## src/rtl/cd_pkg.sv

```systemverilog
// rtl/cd_pkg.sv - shared types and widths for the CD upload-zone write path
package cd_pkg;

  localparam int Z80_AW   = 16;
  localparam int FIX_AW   = 17;
  localparam int SDRAM_AW = 25;

  // One queued SDRAM write: word address, data and byte enables {upper, lower}
  typedef struct packed {
    logic [SDRAM_AW-2:0] addr;
    logic [15:0]         data;
    logic [1:0]          be;
  } upload_entry_t;

  typedef enum logic [1:0] {
    ST_IDLE = 2'd0,
    ST_REQ  = 2'd1,
    ST_GAP  = 2'd2
  } upload_state_t;

endpackage

```

## src/rtl/cd_upload_fifo.sv

```systemverilog
// rtl/cd_upload_fifo.sv - single-clock queue of upload entries with registered full
module cd_upload_fifo #(
  parameter int  DEPTH   = 4,
  parameter type entry_t = logic [7:0]
) (
  input  logic                         CLK,
  input  logic                         nRESET,
  input  logic                         push,
  input  entry_t                       push_data,
  input  logic                         pop,
  output entry_t                       pop_data,
  output logic                         full,
  output logic                         empty,
  output logic [$clog2(DEPTH+1)-1:0]   count
);

  localparam int PW = $clog2(DEPTH);
  localparam int CW = $clog2(DEPTH+1);

  entry_t          mem [DEPTH];
  logic [PW-1:0]   wr_ptr;
  logic [PW-1:0]   rd_ptr;
  logic            push_ok;
  logic            pop_ok;
  logic [CW-1:0]   count_next;

  // A push into a full queue only lands when the head leaves in the same cycle
  always_comb begin
    pop_ok     = pop && (count != '0);
    push_ok    = push && (!full || pop_ok);
    count_next = count;
    if (push_ok && !pop_ok)
      count_next = count + CW'(1);
    else if (!push_ok && pop_ok)
      count_next = count - CW'(1);
  end

  // Pointers wrap naturally because the depth is a power of two
  always_ff @(posedge CLK or negedge nRESET) begin
    if (!nRESET) begin
      wr_ptr <= '0;
      rd_ptr <= '0;
      count  <= '0;
      full   <= 1'b0;
    end else begin
      if (push_ok)
        wr_ptr <= wr_ptr + PW'(1);
      if (pop_ok)
        rd_ptr <= rd_ptr + PW'(1);
      count <= count_next;
      full  <= (count_next == CW'(DEPTH));
    end
  end

  // Entry storage needs no reset; count gates every read
  always_ff @(posedge CLK) begin
    if (push_ok)
      mem[wr_ptr] <= push_data;
  end

  assign pop_data = mem[rd_ptr];
  assign empty    = (count == '0);

endmodule

```

## src/rtl/cd_upload_wr.sv

```systemverilog
// rtl/cd_upload_wr.sv - upload-zone write router; CD_UPLOAD_OVF_EN builds the overflow flag/counter
module cd_upload_wr
  import cd_pkg::*;
#(
  parameter int                  FIFO_DEPTH = 4,
  parameter logic [SDRAM_AW-1:0] SPR_BASE   = 25'h0400000,
  parameter logic [SDRAM_AW-1:0] PCM_BASE   = 25'h0800000
) (
  input  logic                CLK,
  input  logic                nRESET,
  input  logic                WR_SPR,
  input  logic                WR_PCM,
  input  logic                WR_Z80,
  input  logic                WR_FIX,
  input  logic [1:0]          BANK_SPR,
  input  logic                BANK_PCM,
  input  logic [19:1]         WR_ADDR,
  input  logic [15:0]         WR_DATA,
  output logic                MEM_REQ,
  input  logic                MEM_ACK,
  output logic [SDRAM_AW-1:0] MEM_ADDR,
  output logic [15:0]         MEM_DATA,
  output logic [1:0]          MEM_BE,
  output logic                Z80_WE,
  output logic [Z80_AW-1:0]   Z80_ADDR,
  output logic                FIX_WE,
  output logic [FIX_AW-1:0]   FIX_ADDR,
  output logic [7:0]          BYTE_DATA,
  output logic                FULL,
  output logic                OVF,
  output logic [7:0]          OVF_CNT
);

  localparam int CW = $clog2(FIFO_DEPTH+1);

  upload_state_t  state;
  logic           spr_win, pcm_win, z80_win, fix_win;
  logic           q_push;
  logic           mem_pop;
  upload_entry_t  q_in;
  upload_entry_t  q_head;
  logic           fifo_full;
  logic           fifo_empty;
  logic [CW-1:0]  fifo_count;

  // Fixed strobe priority SPR > PCM > Z80 > FIX, plus per-area address and lane mapping
  always_comb begin
    spr_win = WR_SPR;
    pcm_win = WR_PCM && !WR_SPR;
    z80_win = WR_Z80 && !WR_SPR && !WR_PCM;
    fix_win = WR_FIX && !WR_SPR && !WR_PCM && !WR_Z80;
    q_push  = spr_win || pcm_win;
    if (spr_win) begin
      q_in.addr = SPR_BASE[SDRAM_AW-1:1] + (SDRAM_AW-1)'({BANK_SPR, WR_ADDR});
      q_in.data = WR_DATA;
      q_in.be   = 2'b11;
    end else begin
      // Byte offset {BANK_PCM, WR_ADDR}: its LSB (WR_ADDR[1]) picks the lane
      q_in.addr = PCM_BASE[SDRAM_AW-1:1] + (SDRAM_AW-1)'({BANK_PCM, WR_ADDR[19:2]});
      q_in.data = {WR_DATA[7:0], WR_DATA[7:0]};
      q_in.be   = WR_ADDR[1] ? 2'b01 : 2'b10;
    end
  end

  // Only an ACK seen while the request is actually raised retires the head
  assign mem_pop = MEM_REQ && MEM_ACK && (state == ST_REQ) && !fifo_empty;

  cd_upload_fifo #(
    .DEPTH   (FIFO_DEPTH),
    .entry_t (upload_entry_t)
  ) u_fifo (
    .CLK       (CLK),
    .nRESET    (nRESET),
    .push      (q_push),
    .push_data (q_in),
    .pop       (mem_pop),
    .pop_data  (q_head),
    .full      (fifo_full),
    .empty     (fifo_empty),
    .count     (fifo_count)
  );

  assign FULL = fifo_full;

  // SDRAM handshake: REQ holds the head entry on registered outputs, GAP forces one idle cycle
  always_ff @(posedge CLK or negedge nRESET) begin
    if (!nRESET) begin
      state    <= ST_IDLE;
      MEM_REQ  <= 1'b0;
      MEM_ADDR <= '0;
      MEM_DATA <= '0;
      MEM_BE   <= '0;
    end else begin
      case (state)
        ST_IDLE: begin
          if (fifo_count != '0)
            state <= ST_REQ;
        end
        ST_REQ: begin
          if (mem_pop) begin
            MEM_REQ <= 1'b0;
            state   <= ST_GAP;
          end else begin
            MEM_REQ  <= 1'b1;
            MEM_ADDR <= {q_head.addr, 1'b0};
            MEM_DATA <= q_head.data;
            MEM_BE   <= q_head.be;
          end
        end
        ST_GAP: begin
          state <= ST_IDLE;
        end
        default: begin
          state   <= ST_IDLE;
          MEM_REQ <= 1'b0;
        end
      endcase
    end
  end

  // Z80/FIX writes bypass the queue: one-cycle enable with registered address and byte
  always_ff @(posedge CLK or negedge nRESET) begin
    if (!nRESET) begin
      Z80_WE    <= 1'b0;
      FIX_WE    <= 1'b0;
      Z80_ADDR  <= '0;
      FIX_ADDR  <= '0;
      BYTE_DATA <= '0;
    end else begin
      Z80_WE <= z80_win;
      FIX_WE <= fix_win;
      if (z80_win)
        Z80_ADDR <= WR_ADDR[Z80_AW:1];
      if (fix_win)
        FIX_ADDR <= WR_ADDR[FIX_AW:1];
      if (z80_win || fix_win)
        BYTE_DATA <= WR_DATA[7:0];
    end
  end

`ifdef CD_UPLOAD_OVF_EN
  logic [2:0] n_strobe;
  logic [2:0] n_drop;
  logic [8:0] cnt_sum;

  // Every losing strobe and every push refused by a full queue counts as one drop
  always_comb begin
    n_strobe = 3'(WR_SPR) + 3'(WR_PCM) + 3'(WR_Z80) + 3'(WR_FIX);
    n_drop   = (n_strobe != 3'd0) ? (n_strobe - 3'd1) : 3'd0;
    n_drop   = n_drop + 3'(q_push && fifo_full && !mem_pop);
    cnt_sum  = {1'b0, OVF_CNT} + 9'(n_drop);
  end

  // Sticky flag and saturating drop counter, cleared only by reset
  always_ff @(posedge CLK or negedge nRESET) begin
    if (!nRESET) begin
      OVF     <= 1'b0;
      OVF_CNT <= '0;
    end else if (n_drop != 3'd0) begin
      OVF     <= 1'b1;
      OVF_CNT <= cnt_sum[8] ? 8'hFF : cnt_sum[7:0];
    end
  end
`else
  assign OVF     = 1'b0;
  assign OVF_CNT = 8'h00;
`endif

endmodule
```

## config.mk

```make
export PLATFORM = sky130hd
export DESIGN_NAME = cd_upload_wr
export DESIGN_NICKNAME = d
export VERILOG_FILES = /design/src/rtl/cd_pkg.sv /design/src/rtl/cd_upload_fifo.sv /design/src/rtl/cd_upload_wr.sv
export SDC_FILE = /design/constraint.sdc
export NUM_CORES = 1
export LEC_CHECK = 0
export BUFFER_PORTS_ARGS = -buffer_cell sky130_fd_sc_hd__buf_2
export CAP_MARGIN = 10
export CORE_ASPECT_RATIO = 1.75
export CORE_UTILIZATION = 45
export CTS_BUF_LIST = sky130_fd_sc_hd__clkbuf_16
export CTS_CLUSTER_SIZE = 10
export DETAILED_ROUTE_END_ITERATION = 8
export PLACE_DENSITY = 0.68
export SLEW_MARGIN = 20
export SYNTH_ARGS = -nofsm -noshare
export SYNTH_HDL_FRONTEND = slang
export SYNTH_SLANG_ARGS = --single-unit
```

## constraint.sdc

```tcl
create_clock -name CLK -period 2.78 [get_ports CLK]
set_input_delay 0.139 -clock CLK [delete_from_list [all_inputs] [get_ports CLK]]
set_output_delay 0.139 -clock CLK [all_outputs]
set_load 0.1 [all_outputs]
```

## Yosys cells after proc, flatten, opt, wreduce, memory -nomap -nowiden

Memories as Yosys holds them, arrays and structs flattened. A register that Yosys moved wholly into a read port is not among the register bits.
Index checks and enable logic that the tools add are counted.

| word-level totals | value |
|---|---|
| bits in registers | 54 |
| memory bits (writable) | 168 |
| word-level logic and storage cells | 65 |
| memories kept | 1 |

Memories:

| name | words | width | read ports | clocked after memory_dff | write ports | RTL line | text |
|---|---|---|---|---|---|---|---|
| u_fifo.mem | 4 | 42 | 1 | 1 | 1 | cd_upload_fifo.sv:20 | `entry_t mem [DEPTH];` |

| operators by class | value |
|---|---|
| $add $sub $neg | 6 |
| equal/unequal tests | 5 |
| mux-type cells | 11 |
| bitwise logic cells | 1 |
| reduce and logical (&&, ||, !) cells | 30 |

Operator list:

| operator | count |
|---|---|
| 42-bit 2-to-1 mux | 1 |
| 23-bit by 19-bit adder with 24-bit output (first input constant) | 1 |
| 22-bit by 21-bit adder with 23-bit output (first input constant) | 1 |
| 1-bit logical AND | 13 |
| 1-bit zero test | 8 |
| 2-bit 2-to-1 mux | 3 |
| 3-bit 2-to-1 mux | 2 |
| 2-bit by 1-bit adder with 2-bit output (second input constant) | 2 |
| 2-bit case mux with 2 select lines | 1 |
| 2-bit AND reduction | 2 |
| 3-bit by 1-bit adder with 3-bit output (second input constant) | 1 |
| 3-bit equality test (second input constant) | 1 |
| 3-bit zero test | 1 |
| 1-bit logical OR | 3 |
| 1-bit 2-to-1 mux | 3 |
| 3-bit nonzero test | 1 |
| 3-bit by 1-bit subtractor with 3-bit output (second input constant) | 1 |
| 2-bit by 1-bit equality test with 1-bit output (second input constant) | 1 |
| 2-bit equality test (second input constant) | 1 |
| 2-bit zero test | 1 |
| 2-bit by 1-bit != test with 1-bit output (second input constant) | 1 |
| 2-bit != test (second input constant) | 1 |
| 1-bit case mux with 2 select lines | 1 |
| 2-bit OR reduction | 1 |
| 1-bit NOT | 1 |

## Depth between registers and ports, before layout

Gate-level depths: netlist (run 1).

| logic depth | value |
|---|---|
| depth in word-level cells | 11 |
| gate-level depth with buffers | 8 |
| mapped depth without buffers | 7 |

## Modules after synthesis

From an unflattened synthesis (run 1), not the netlist that was laid out.

| unflattened totals | value |
|---|---|
| cell total of the unflattened synthesis | 509 |
| area, all modules | 10303.6 um2 |

Modules (own cells, without submodules):

| module | instances | cells an instance | area each (um2) | seq. area each (um2) |
|---|---|---|---|---|
| cd_upload_fifo | 1 | 268 | 6588.8 | 5245.0 |
| cd_upload_wr | 1 | 241 | 3714.8 | 2202.1 |

## Worst setup path before layout (run 1)

No wires, ideal clock.

| timing | value |
|---|---|
| path type | register to register |
| start | register MEM_REQ |
| end | memory u_fifo.mem[0][0] (netlist bit), enable pin |
| arrival | 2806 ps |
| required time | 2378 ps |
| path slack | -429 ps |
| stages on the path, launching flop included | 7 |
| path buffers | 1 |
| cells stage by stage | dfrtp_1 > and2_1 > and3_1 > buf_2 > inv_1 > a21oi_2 > and2_1 |

| on the way | value |
|---|---|
| longest elaborated chain between the ends | 8 |

RTL lines:

| what | RTL line | text |
|---|---|---|
| from (decl) | cd_upload_wr.sv:19 | `output logic MEM_REQ,` |
| from (signal assigned) | cd_upload_wr.sv:89 | `MEM_REQ <= 1'b0;` |
| from (signal assigned) | cd_upload_wr.sv:101 | `MEM_REQ <= 1'b0;` |
| from (signal assigned) | cd_upload_wr.sv:104 | `MEM_REQ <= 1'b1;` |
| 1-bit logical AND (3 in series) | cd_upload_wr.sv:66 | `assign mem_pop = MEM_REQ && MEM_ACK && (state == ST_REQ) && !fifo_empty;` |
| 1-bit logical AND | cd_upload_fifo.sv:29 | `pop_ok = pop && (count != '0);` |
| 1-bit logical OR | cd_upload_fifo.sv:30 | `push_ok = push && (!full \|\| pop_ok);` |
| 1-bit logical AND | cd_upload_fifo.sv:30 |  |
| 1-bit 2-to-1 mux | cd_upload_fifo.sv:57 | `if (push_ok)` |
| 1-bit 2-to-1 mux (implied by the code) | cd_upload_fifo.sv:58 | `mem[wr_ptr] <= push_data;` |
| to (decl) | cd_upload_fifo.sv:20 |  |

Every way passes these cells.

## Worst setup path after layout (run 1)

| timing | value |
|---|---|
| start | register u_fifo.count[0] |
| end | memory u_fifo.mem[2][15] (netlist bit), enable pin |

| on the way | value |
|---|---|
| longest elaborated chain between the ends | 8 |

RTL lines:

| what | RTL line | text |
|---|---|---|
| from (decl) | cd_upload_fifo.sv:14 | `output logic [$clog2(DEPTH+1)-1:0] count` |
| from (signal assigned) | cd_upload_fifo.sv:50 | `count <= count_next;` |
| 3-bit zero test | cd_upload_fifo.sv:62 | `assign empty = (count == '0);` |
| 1-bit zero test | cd_upload_wr.sv:66 |  |
| 1-bit logical AND | cd_upload_wr.sv:66 |  |
| 1-bit logical AND * | cd_upload_fifo.sv:29 |  |
| 1-bit logical OR * | cd_upload_fifo.sv:30 |  |
| 1-bit logical AND * | cd_upload_fifo.sv:30 |  |
| 1-bit 2-to-1 mux * | cd_upload_fifo.sv:57 |  |
| 1-bit 2-to-1 mux (implied by the code) * | cd_upload_fifo.sv:58 |  |

Every way passes the cells marked *; elsewhere a longest branch is shown, timed or not.

==> flow_summary.ini, run 1 <==
[setup_path]
critPathArrivalTime_ps = 2390
critPathMaxStageDelay_ps = 390
cp_cell_sequence = inv_1 > ha_1 > nand2b_1 > and3_1 > inv_1 > a21oi_2 > and2_2 > buf_12
setup.worst_path.start_class = flop
worstSetupPathType = flop to flop
endpoint_kind = flop
cp_top_family = simple AND/OR/NAND/NOR gates
crit_path_max_fanout = 19
slowest_stage = and2_2
path_common_cell = inv_1
cp_num_buf_inv = 3
required_ps = 3020

[place]
routabilityCongestion = 0.741
io_buffer_count = 130
numPlacedInstances = 918
dp_hpwl_mm = 13.6

[die]
die_w_um = 115
initial_core_util_pct = 45.8
die-area_mm2 = 0.0230
die_height_um = 200
io_pins = 142
core-area_mm2 = 0.0220
fp-row-count = 72

[cells_and_area]
fin_util_pct = 56.5
layout_common_cells = edfxtp_1, buf_2, mux2_2, dfrtp_1, mux4_2
final_cells = 1010
n_antenna_cell = 0
nets = 743
fillers = 1707
layout_commonest_cell = edfxtp_1
drive_above_1_share_pct = 47.6
area_delta_synth_final_pct = 23.5

[status]
status = finished clean

[routing]
post_drt_wl_per_cell_um = 20.3
vias = 5136
ant_nets = 0
route.detailed.drc = 0
via_per_inst = 5.09
drt_iter0_markers = 234
first_pass_iters = 4
routed_wirelength_mm = 20.5

[logic_synthesis]
netlist_area_mm2 = 0.0101
yosysUniqueCellTypes = 31
synthCells = 500
synth_seq_cells = 259
yosysSeqAreaShare_pct = 72.6
syn_area_per_cell_um2 = 20.1
ys_warn_count = 0

[flow_run]
maxCapViolCount = 0

[hold_path]
hold_path_class = input port to flop

[sta]
final.setup_skew_ps = 18.1
timing.final.crit_period_ps = 2160
finalMaxSlewViolations = 0
finalCritPeriodShare_pct = 77.6
worstMarginPinSlew_ps = 684
timing.slew.headroom_pct = 54.4
final-hold-violation-count = 0
tns_ps = 0
setup_viol = 0
rsz0062_at_grt = false
hold_slack_ps = 40.2
fmax_mhz = 464

[cts]
clkLatencyLatePin_ps = 540
cts_inserted_buffers = 29
cts_tree = yes
cts.sinks = 259
ctsResizeCount = 0
clk_pin_slew_ps = 60
h-tree-depth = 1
cts_hold_buffers = 38
post-cts-setup-buffers = 0
cts.path.max_buffers = 3
root_buffer = clkbuf_16

[grt]
grt_start_max_net_pins = 51
grt_pass1_vias = 5620
grt-ovfl-total = 0
track_usage_pct = 18.5
antenna_found_initial = 0
grt_pass1_wl_mm = 31.3
## kinds of logic (layout without fill, tap and decap cells)
| logic type | count (synthesis) | in the layout | synth area share, % |
|---|---|---|---|
| other cells | 1 | 11 | 0.0373 |
| flops | 259 | 259 | 72.6 |
| buf+inv | 41 | 245 | 2.15 |
| mux | 152 | 152 | 21.6 |
| simple gates | 27 | 27 | 1.80 |
| xor+xnor | 5 | 5 | 0.436 |
| fa+ha+maj | 7 | 7 | 0.871 |
| compound gates | 8 | 8 | 0.498 |
## Yosys cell counts
master	n	area, um2
xor2_1	2	17.5
nor4b_2	1	15.0
edfxtp_1	164	4920
o21ai_0	3	15.0
clkbuf_1	8	30.0
o21a_1	1	7.51
and3_1	2	12.5
dfrtp_1	95	2380
nor2_4	1	11.3
nor3_1	1	5.00
mux2i_1	1	10.0
mux4_2	41	923
a21oi_2	1	8.76
a21oi_1	2	10.0
or2_2	2	12.5
nor2b_1	1	6.26
mux2_2	110	1240
and2_1	8	50.1
nand2_1	7	26.3
ha_1	7	87.6
buf_2	11	55.1
a311oi_1	1	8.76
nor4b_4	1	23.8
nor2_1	1	3.75
buf_4	13	97.6
inv_1	7	26.3
xnor2_1	3	26.3
buf_1	2	7.51
conb_1	1	3.75
or3b_1	1	8.76
nand2b_1	1	6.26
## path summary, 6_finish.rpt
kind | from | endpoint | slack, ps | depth (start not counted)
max in group asynchronous | nRESET | FIX_ADDR[16] | 1890 | 3
hold / removal | BANK_SPR[0] | u_fifo.mem[2][37] | 40 | 2
setup / recovery | u_fifo.count[0] | u_fifo.mem[2][15] | 620 | 8
min in group asynchronous | nRESET | MEM_DATA[10] | 180 | 2
hold reg to reg | state[0] | MEM_REQ | 470 | 1
setup reg to reg | u_fifo.count[0] | u_fifo.mem[2][15] | 620 | 8
## flip-flops by register name (all words and copies together) (netlist names)
register / count
u_fifo.mem: 164
MEM_ADDR: 23
FIX_ADDR: 17
MEM_DATA: 16
Z80_ADDR: 16
BYTE_DATA: 8
u_fifo.count: 3
MEM_BE: 2
state: 2
u_fifo.rd_ptr: 2
u_fifo.wr_ptr: 2
FIX_WE: 1
MEM_REQ: 1
Z80_WE: 1
u_fifo.full: 1
## per-stage QoR
step	instance area, um2	setup slack [ps]
floorplan	10100	2.17
global placement	11200	656
detailed placement	11200	619
CTS	12400	603
global route	12400	437
finish	12400	624
## per-layer routing
| layer | wire, um | vias to the layer above | GRT usage [%] |
|---|---|---|---|
| li1 | - | 2291 | - |
| met1 | 7460 | 2661 | 20.2 |
| met2 | 11600 | 133 | 35.1 |
| met3 | 730 | 51 | 2.54 |
| met4 | 708 | 0 | 8.37 |
| met5 | 0 | - | 0 |
## final cells by class
type | instances | area, um2 | area share (%)
clock buffers | 29 | 726 | 5.84
clock inverters | 25 | 98.8 | 0.796
inverters | 7 | 26.3 | 0.212
multi-input cells | 210 | 2580 | 20.8
flip-flops and latches | 259 | 7310 | 58.9
well taps | 296 | 370 | 2.98
repair buffers | 184 | 1300 | 10.5
Power of run 1 is not shown: default switching activity piles up to over one toggle a cycle in this logic, so the estimate is an artifact.
==> run 2: changes to the inputs <==
--- a/config.mk
+++ b/config.mk
@@ -5,6 +5,7 @@
 export SDC_FILE = /design/constraint.sdc
 export NUM_CORES = 1
 export LEC_CHECK = 0
+export ABC_AREA = 1
 export BUFFER_PORTS_ARGS = -buffer_cell sky130_fd_sc_hd__buf_2
 export CAP_MARGIN = 10
 export CORE_ASPECT_RATIO = 1.75
@@ -12,7 +13,7 @@
 export CTS_BUF_LIST = sky130_fd_sc_hd__clkbuf_16
 export CTS_CLUSTER_SIZE = 10
 export DETAILED_ROUTE_END_ITERATION = 8
-export PLACE_DENSITY = 0.68
+export PLACE_DENSITY = 0.67
 export SLEW_MARGIN = 20
 export SYNTH_ARGS = -nofsm -noshare
 export SYNTH_HDL_FRONTEND = slang
==> constraint.sdc (replaced) <==
create_clock -name CLK -period 1.9 [get_ports CLK]
set_input_delay 0.095 -clock CLK [delete_from_list [all_inputs] [get_ports CLK]]
set_output_delay 0.095 -clock CLK [all_outputs]
set_load 0.1 [all_outputs]
==> flow_summary.ini, run 2 <==
[routing]
route.detailed.drc = 0
ant_nets = 0
via_per_inst = 4.95
drt_iter0_markers = 355
vias = 6902
routed_wirelength_mm = 23.2
first_pass_iters = 4
post_drt_wl_per_cell_um = 16.7

[place]
place_area_mm2 = 0.0116
dp_hpwl_mm = 15.4
io_buffer_count = 130
routabilityCongestion = 0.801

[setup_path]
worstSetupPathType = flop to flop
critPathArrivalTime_ps = 2080
endpoint_kind = flop
required_ps = 2190
crit_path_max_fanout = 26
r2r_start = u_fifo.count[0]
setup.worst_path.start_class = flop
crit_start = u_fifo.count[0]

[sta]
setup_viol = 0
timing.slew.headroom_pct = 57.3
finalMaxSlewViolations = 0
fmax_mhz = 558
final-hold-violation-count = 0
rsz0062_at_grt = false
worstMarginPinSlew_ps = 634
timing.final.crit_period_ps = 1790
final.setup_skew_ps = 17.5
finalCritPeriodShare_pct = 94.3

[hold_path]
min_from = WR_DATA[15]
hold_path_class = input port to flop

[cells_and_area]
area_delta_synth_final_pct = 22.5
fin_area_mm2 = 0.0128
largest_register = u_fifo.mem
layout_common_cells = nor2_1, edfxtp_1, o21ai_0, buf_2, dfrtp_1
reg.largest.list = u_fifo.mem (164), MEM_ADDR (23), FIX_ADDR (17)
largest_reg_flops = 164
n_antenna_cell = 0
nets = 1126
fin_util_pct = 56.3
layout_commonest_cell = nor2_1
drive_above_1_share_pct = 23.8

[logic_synthesis]
yosys.area.top_type = edfxtp_1
synth_commonest_cells = nor2_1, edfxtp_1, o21ai_0, dfrtp_1, nand2_1
async_flop_share_pct = 36.7
yosysMostFrequentCell = nor2_1
synth_ff_type = edfxtp_1
ys_top_cells_by_area = edfxtp_1, dfrtp_1, nor2_1
ys_warn_count = 0
synth_top_area_share_pct = 47.1
yosysUniqueCellTypes = 27
synthCells = 896
netlist_area_mm2 = 0.0104
yosysSeqAreaShare_pct = 69.9
synth_seq_cells = 259
synth_edf_count = 164
syn_area_per_cell_um2 = 11.7

[grt]
grt_pass1_vias = 6996
grt-ovfl-total = 0
track_usage_pct = 20.4
grt_start_max_net_pins = 53
antenna_found_initial = 0
grt_pass1_wl_mm = 36.6

[die]
initial_core_util_pct = 45.9
fp-row-count = 73
io_pins = 142
die_w_um = 117
die-area_mm2 = 0.0238
core-area_mm2 = 0.0227
die_height_um = 204

[cts]
cts.path.max_buffers = 3
cts_inserted_buffers = 29
root_buffer = clkbuf_16
cts_tree = yes
clk_pin_slew_ps = 60
cts.sinks = 259
h-tree-depth = 1
clkLatencyLatePin_ps = 550

[flow_run]
maxCapViolCount = 0

[status]
status = finished clean
-- run 2: cell types whose count changed after synthesis, sizes merged, moves of 9 or more --
cell and delta:
nor2 +216, o21ai +149, mux2 -110, nand2 +86
inv +46, a31oi +41, mux4 -41, clkbuf +17
buf +9
-- run 2: worst paths after layout --
kind	to	slack [ps]	cells past startpoint
min reg2reg	Z80_ADDR[3]	490	2
min	u_fifo.mem[3][17]	20	3
max reg2reg	u_fifo.mem[0][9]	110	8
max	u_fifo.mem[0][9]	110	8
max in group asynchronous	MEM_ADDR[17]	1190	3
min in group asynchronous	MEM_ADDR[3]	90	2
-- run 2: routing by layer --
metal / global-route usage [%] / wire length [um] / vias up
li1: - / - / 3368
met1: 23.5 / 9000 / 3318
met2: 37.5 / 12600 / 176
met3: 2.67 / 987 / 40
met4: 7.50 / 621 / 0
met5: 0 / 0 / -
-- run 2: what timing repair did --
item / CTS / global route
resized for setup: 0 / 1
setup endpoints to repair: 0 / 40
hold buffers: 36 / 0
hold endpoints to repair: 221 / 0
buffers inserted: 0 / 1
-- run 2: through the flow --
step	setup TNS, ps	worst slack (ps)	cells	hold WS, ps
2_1_floorplan	-39130	-256	906	-201
3_3_place_gp	0	101	1306	121
3_5_place_dp	0	54.2	1306	126
4_1_cts	0	44.1	1394	6.22
5_1_grt	0	13.1	1395	35.7
6_report	0	108	1395	18.5
-- run 2: final cells by class --
cell class              count  area (um2)
flip-flops and latches    259        7310
clock buffers              29         726
clock inverters            23        91.3
multi-input cells         534        2680
well taps                 300         375
repair buffers            197        1410
inverters                  53         201
fillers                  1961        9950
-- run 2: critical path, stage by stage, from the launching register on --
cell and delay (ps):
dfrtp_1 390, inv_1 100, ha_1 170, nand2_2 100, nand2_4 110, inv_4 50
o21ai_4 320, nor2_4 100, buf_12 190
-- run 2: cell families (layout without fill, tap and decap cells) --
kind of cell             count (synthesis)  in the layout  synth area share [%]
other                                    1             11                0.0359
AO/OA/AOI/OAI                          194            194                  11.2
XOR/XNOR                                 4              4                 0.335
flip-flops                             259            259                  69.9
buffers and inverters                  113            302                  5.23
adder cells (fa/ha/maj)                  7              7                 0.838
AND/OR/NAND/NOR                        318            318                  12.4
Power of run 2 is left out for the same reason.
==> run 3: changes to the inputs <==
--- a/config.mk
+++ b/config.mk
@@ -17,4 +17,5 @@
 export SLEW_MARGIN = 20
 export SYNTH_ARGS = -nofsm -noshare
 export SYNTH_HDL_FRONTEND = slang
+export SYNTH_HIERARCHICAL = 1
 export SYNTH_SLANG_ARGS = --single-unit
==> flow_summary.ini, run 3 <==
[die]
fp-row-count = 74
die_height_um = 206
core-area_mm2 = 0.0233
io_pins = 142
initial_core_util_pct = 45.9
die_w_um = 119
die-area_mm2 = 0.0245

[cells_and_area]
nets = 1190
reg.largest.list = u_fifo/mem (168), MEM_ADDR (24), FIX_ADDR (17)
layout_common_cells = nand2_1, edfxtp_1, buf_2, o21ai_0, dfrtp_1
largest_reg_flops = 168
largest_register = u_fifo/mem
fin_area_mm2 = 0.0134
area_delta_synth_final_pct = 25.3
layout_commonest_cell = nand2_1
drive_above_1_share_pct = 21.4
n_antenna_cell = 0

[setup_path]
r2r_start = u_fifo/count[0]
r2r_cells = 12
slowest_stage = dfrtp_1
required_ps = 2140
critPathMaxStageDelay_ps = 350
reg2reg_to = u_fifo/mem[1][34]
setup.worst_path.start_class = flop
endpoint_kind = flop
crit_start = u_fifo/count[0]
regToRegSetupSlack_ps = -130
critPathArrivalTime_ps = 2280
worstSetupPathType = flop to flop
cp_cell_sequence = inv_2 > ha_4 > ha_4 > inv_4 > nand3_4 > nor3_4 > inv_2 > nor2_4 > o21ai_4 > nor2_4 > buf_12 > buf_8
crit_path_max_fanout = 6

[place]
dp_slack_ps = -290
dp_hpwl_mm = 15.7
routabilityCongestion = 0.857
place_area_mm2 = 0.0119
io_buffer_count = 131

[power_and_ir_drop]
powerDensity_mw_per_mm2 = 1920
comb_power_share_pct = 46.6
pwr-share-seq_pct = 33.9
leakagePower_uw = 0.00585
ir_drop_uv = 804
p_clk_share_pct = 19.4
p_sw_share_pct = 45.6
power_switching_uw = 11700
internal_power_uw = 14000

[logic_synthesis]
netlist_area_mm2 = 0.0107
synth_commonest_cells = nand2_1, edfxtp_1, o21ai_0, dfrtp_1, nor2_1
ys_top_cells_by_area = edfxtp_1, dfrtp_1, nand2_1
synth_top_area_share_pct = 47.1
ys_warn_count = 6
yosysMostFrequentCell = nand2_1
synthCells = 943
yosysSeqAreaShare_pct = 69.5
async_flop_share_pct = 36.4
yosysUniqueCellTypes = 31
synth_ff_type = edfxtp_1
synth_edf_count = 168
synth_seq_cells = 264
syn_area_per_cell_um2 = 11.4
yosys.area.top_type = edfxtp_1

[hold_path]
min_from = WR_Z80
hold_path_class = input port to flop
holdPathStages = 3
min_to = BYTE_DATA[0]

[flow_run]
maxCapViolCount = 0

[sta]
finalCritPeriodShare_pct = 107
worst_slack_ps = -134
worstMarginPinSlew_ps = 812
fmax_mhz = 492
rsz0062_at_grt = true
hold_slack_ps = 26.2
final.setup_skew_ps = 16.3
timing.slew.headroom_pct = 45.7
final-hold-violation-count = 0
timing.final.crit_period_ps = 2030
setup_viol = 200
finalMaxSlewViolations = 0

[routing]
via_per_inst = 5.13
route.detailed.drc = 0
post_drt_wl_per_cell_um = 17.2
routed_wirelength_mm = 25.1
vias = 7516
first_pass_iters = 5
ant_nets = 0
drt_iter0_markers = 497

[grt]
antenna_found_initial = 0
grt_start_max_net_pins = 52
track_usage_pct = 20.6
grt_pass1_vias = 7450
grt-ovfl-total = 0
grt_pass1_wl_mm = 39.2

[cts]
clkLatencyLatePin_ps = 540
cts_inserted_buffers = 30
cts_tree = yes
root_buffer = clkbuf_16
clk_pin_slew_ps = 60
cts.sinks = 264
h-tree-depth = 1
cts.path.max_buffers = 3

[status]
violations = negative setup slack
status = complete, but fails checks
[run 3: how the worst max path moves through the flow]
stage | cells past startpoint | to | slack, ps
2_1_floorplan | 11 | u_fifo/mem[0][0] | -890
3_3_place_gp | 11 | u_fifo/mem[0][36] | -230
3_5_place_dp | 11 | u_fifo/mem[0][36] | -290
4_1_cts | 12 | u_fifo/mem[1][39] | -150
5_1_grt | 12 | u_fifo/mem[3][18] | -240
6_report | 12 | u_fifo/mem[1][34] | -130
[run 3: layout make-up]
type / count / area (um2)
clock buffer: 31 / 776
clock inverter: 23 / 91.3
fill: 1952 / 9910
inverter: 48 / 183
multi-input combinational: 578 / 2850
sequential: 264 / 7450
tap: 304 / 380
timing repair buffer: 216 / 1700
[run 3: what timing repair did]
item | in CTS | in global routing
hold endpoints to repair | 217 | 0
pin swaps | 4 | 5
gates cloned | 2 | 4
buffers inserted | 6 | 3
hold buffers | 38 | 0
endpoints found under the setup margin | 209 | 215
resized for setup | 13 | 12
[run 3: cells by family (layout without fill, tap and decap cells)]
| logic type | after synthesis | count (layout) | share of synthesized area (%) |
|---|---|---|---|
| AND/OR/NAND/NOR | 380 | 380 | 14.9 |
| flip-flops | 264 | 264 | 69.5 |
| AO/OA/AOI/OAI | 173 | 173 | 8.90 |
| buffers and inverters | 114 | 318 | 5.56 |
| adder cells (fa/ha/maj) | 7 | 7 | 0.817 |
| XOR/XNOR | 4 | 4 | 0.327 |
| other | 1 | 14 | 0.0350 |
[run 3: critical path: cells and delay by family, from the launching register on]
kind	cells	cell delay [ps]
simple gates	4	510
buf+inv	5	420
flops	1	350
fa+ha+maj	2	320
compound gates	1	120
[run 3: power by group through the flow]
stage,logic (uW),registers [uW],clock network (uW)
finish,12000,8730,4990
global route,12800,8900,5320
CTS,11800,8740,5100
detailed placement,11400,8830,0
global placement,11200,8800,0
floorplan,4410,13100,0
[run 3: through the flow]
| step | instances | power (uW) | setup TNS (ps) | util [%] |
|---|---|---|---|---|
| 2_1_floorplan | 956 | 17600 | -146830 | - |
| 3_3_place_gp | 1360 | 20000 | -33510 | 51.0 |
| 3_5_place_dp | 1360 | 20200 | -44230 | 51.0 |
| 4_1_cts | 1459 | 25600 | -18200 | 57.0 |
| 5_1_grt | 1464 | 27100 | -42320 | 57.5 |
| 6_report | 1464 | 25700 | -18380 | 57.5 |
[run 3: metal layers]
layer / up-vias / wire [um] / track usage, %
li1: 3627 / - / -
met1: 3590 / 9950 / 25.2
met2: 256 / 13100 / 36.2
met3: 43 / 1390 / 3.12
met4: 0 / 697 / 8.68
met5: - / 0 / 0
Note: power is estimated with default switching activity, not from simulation.
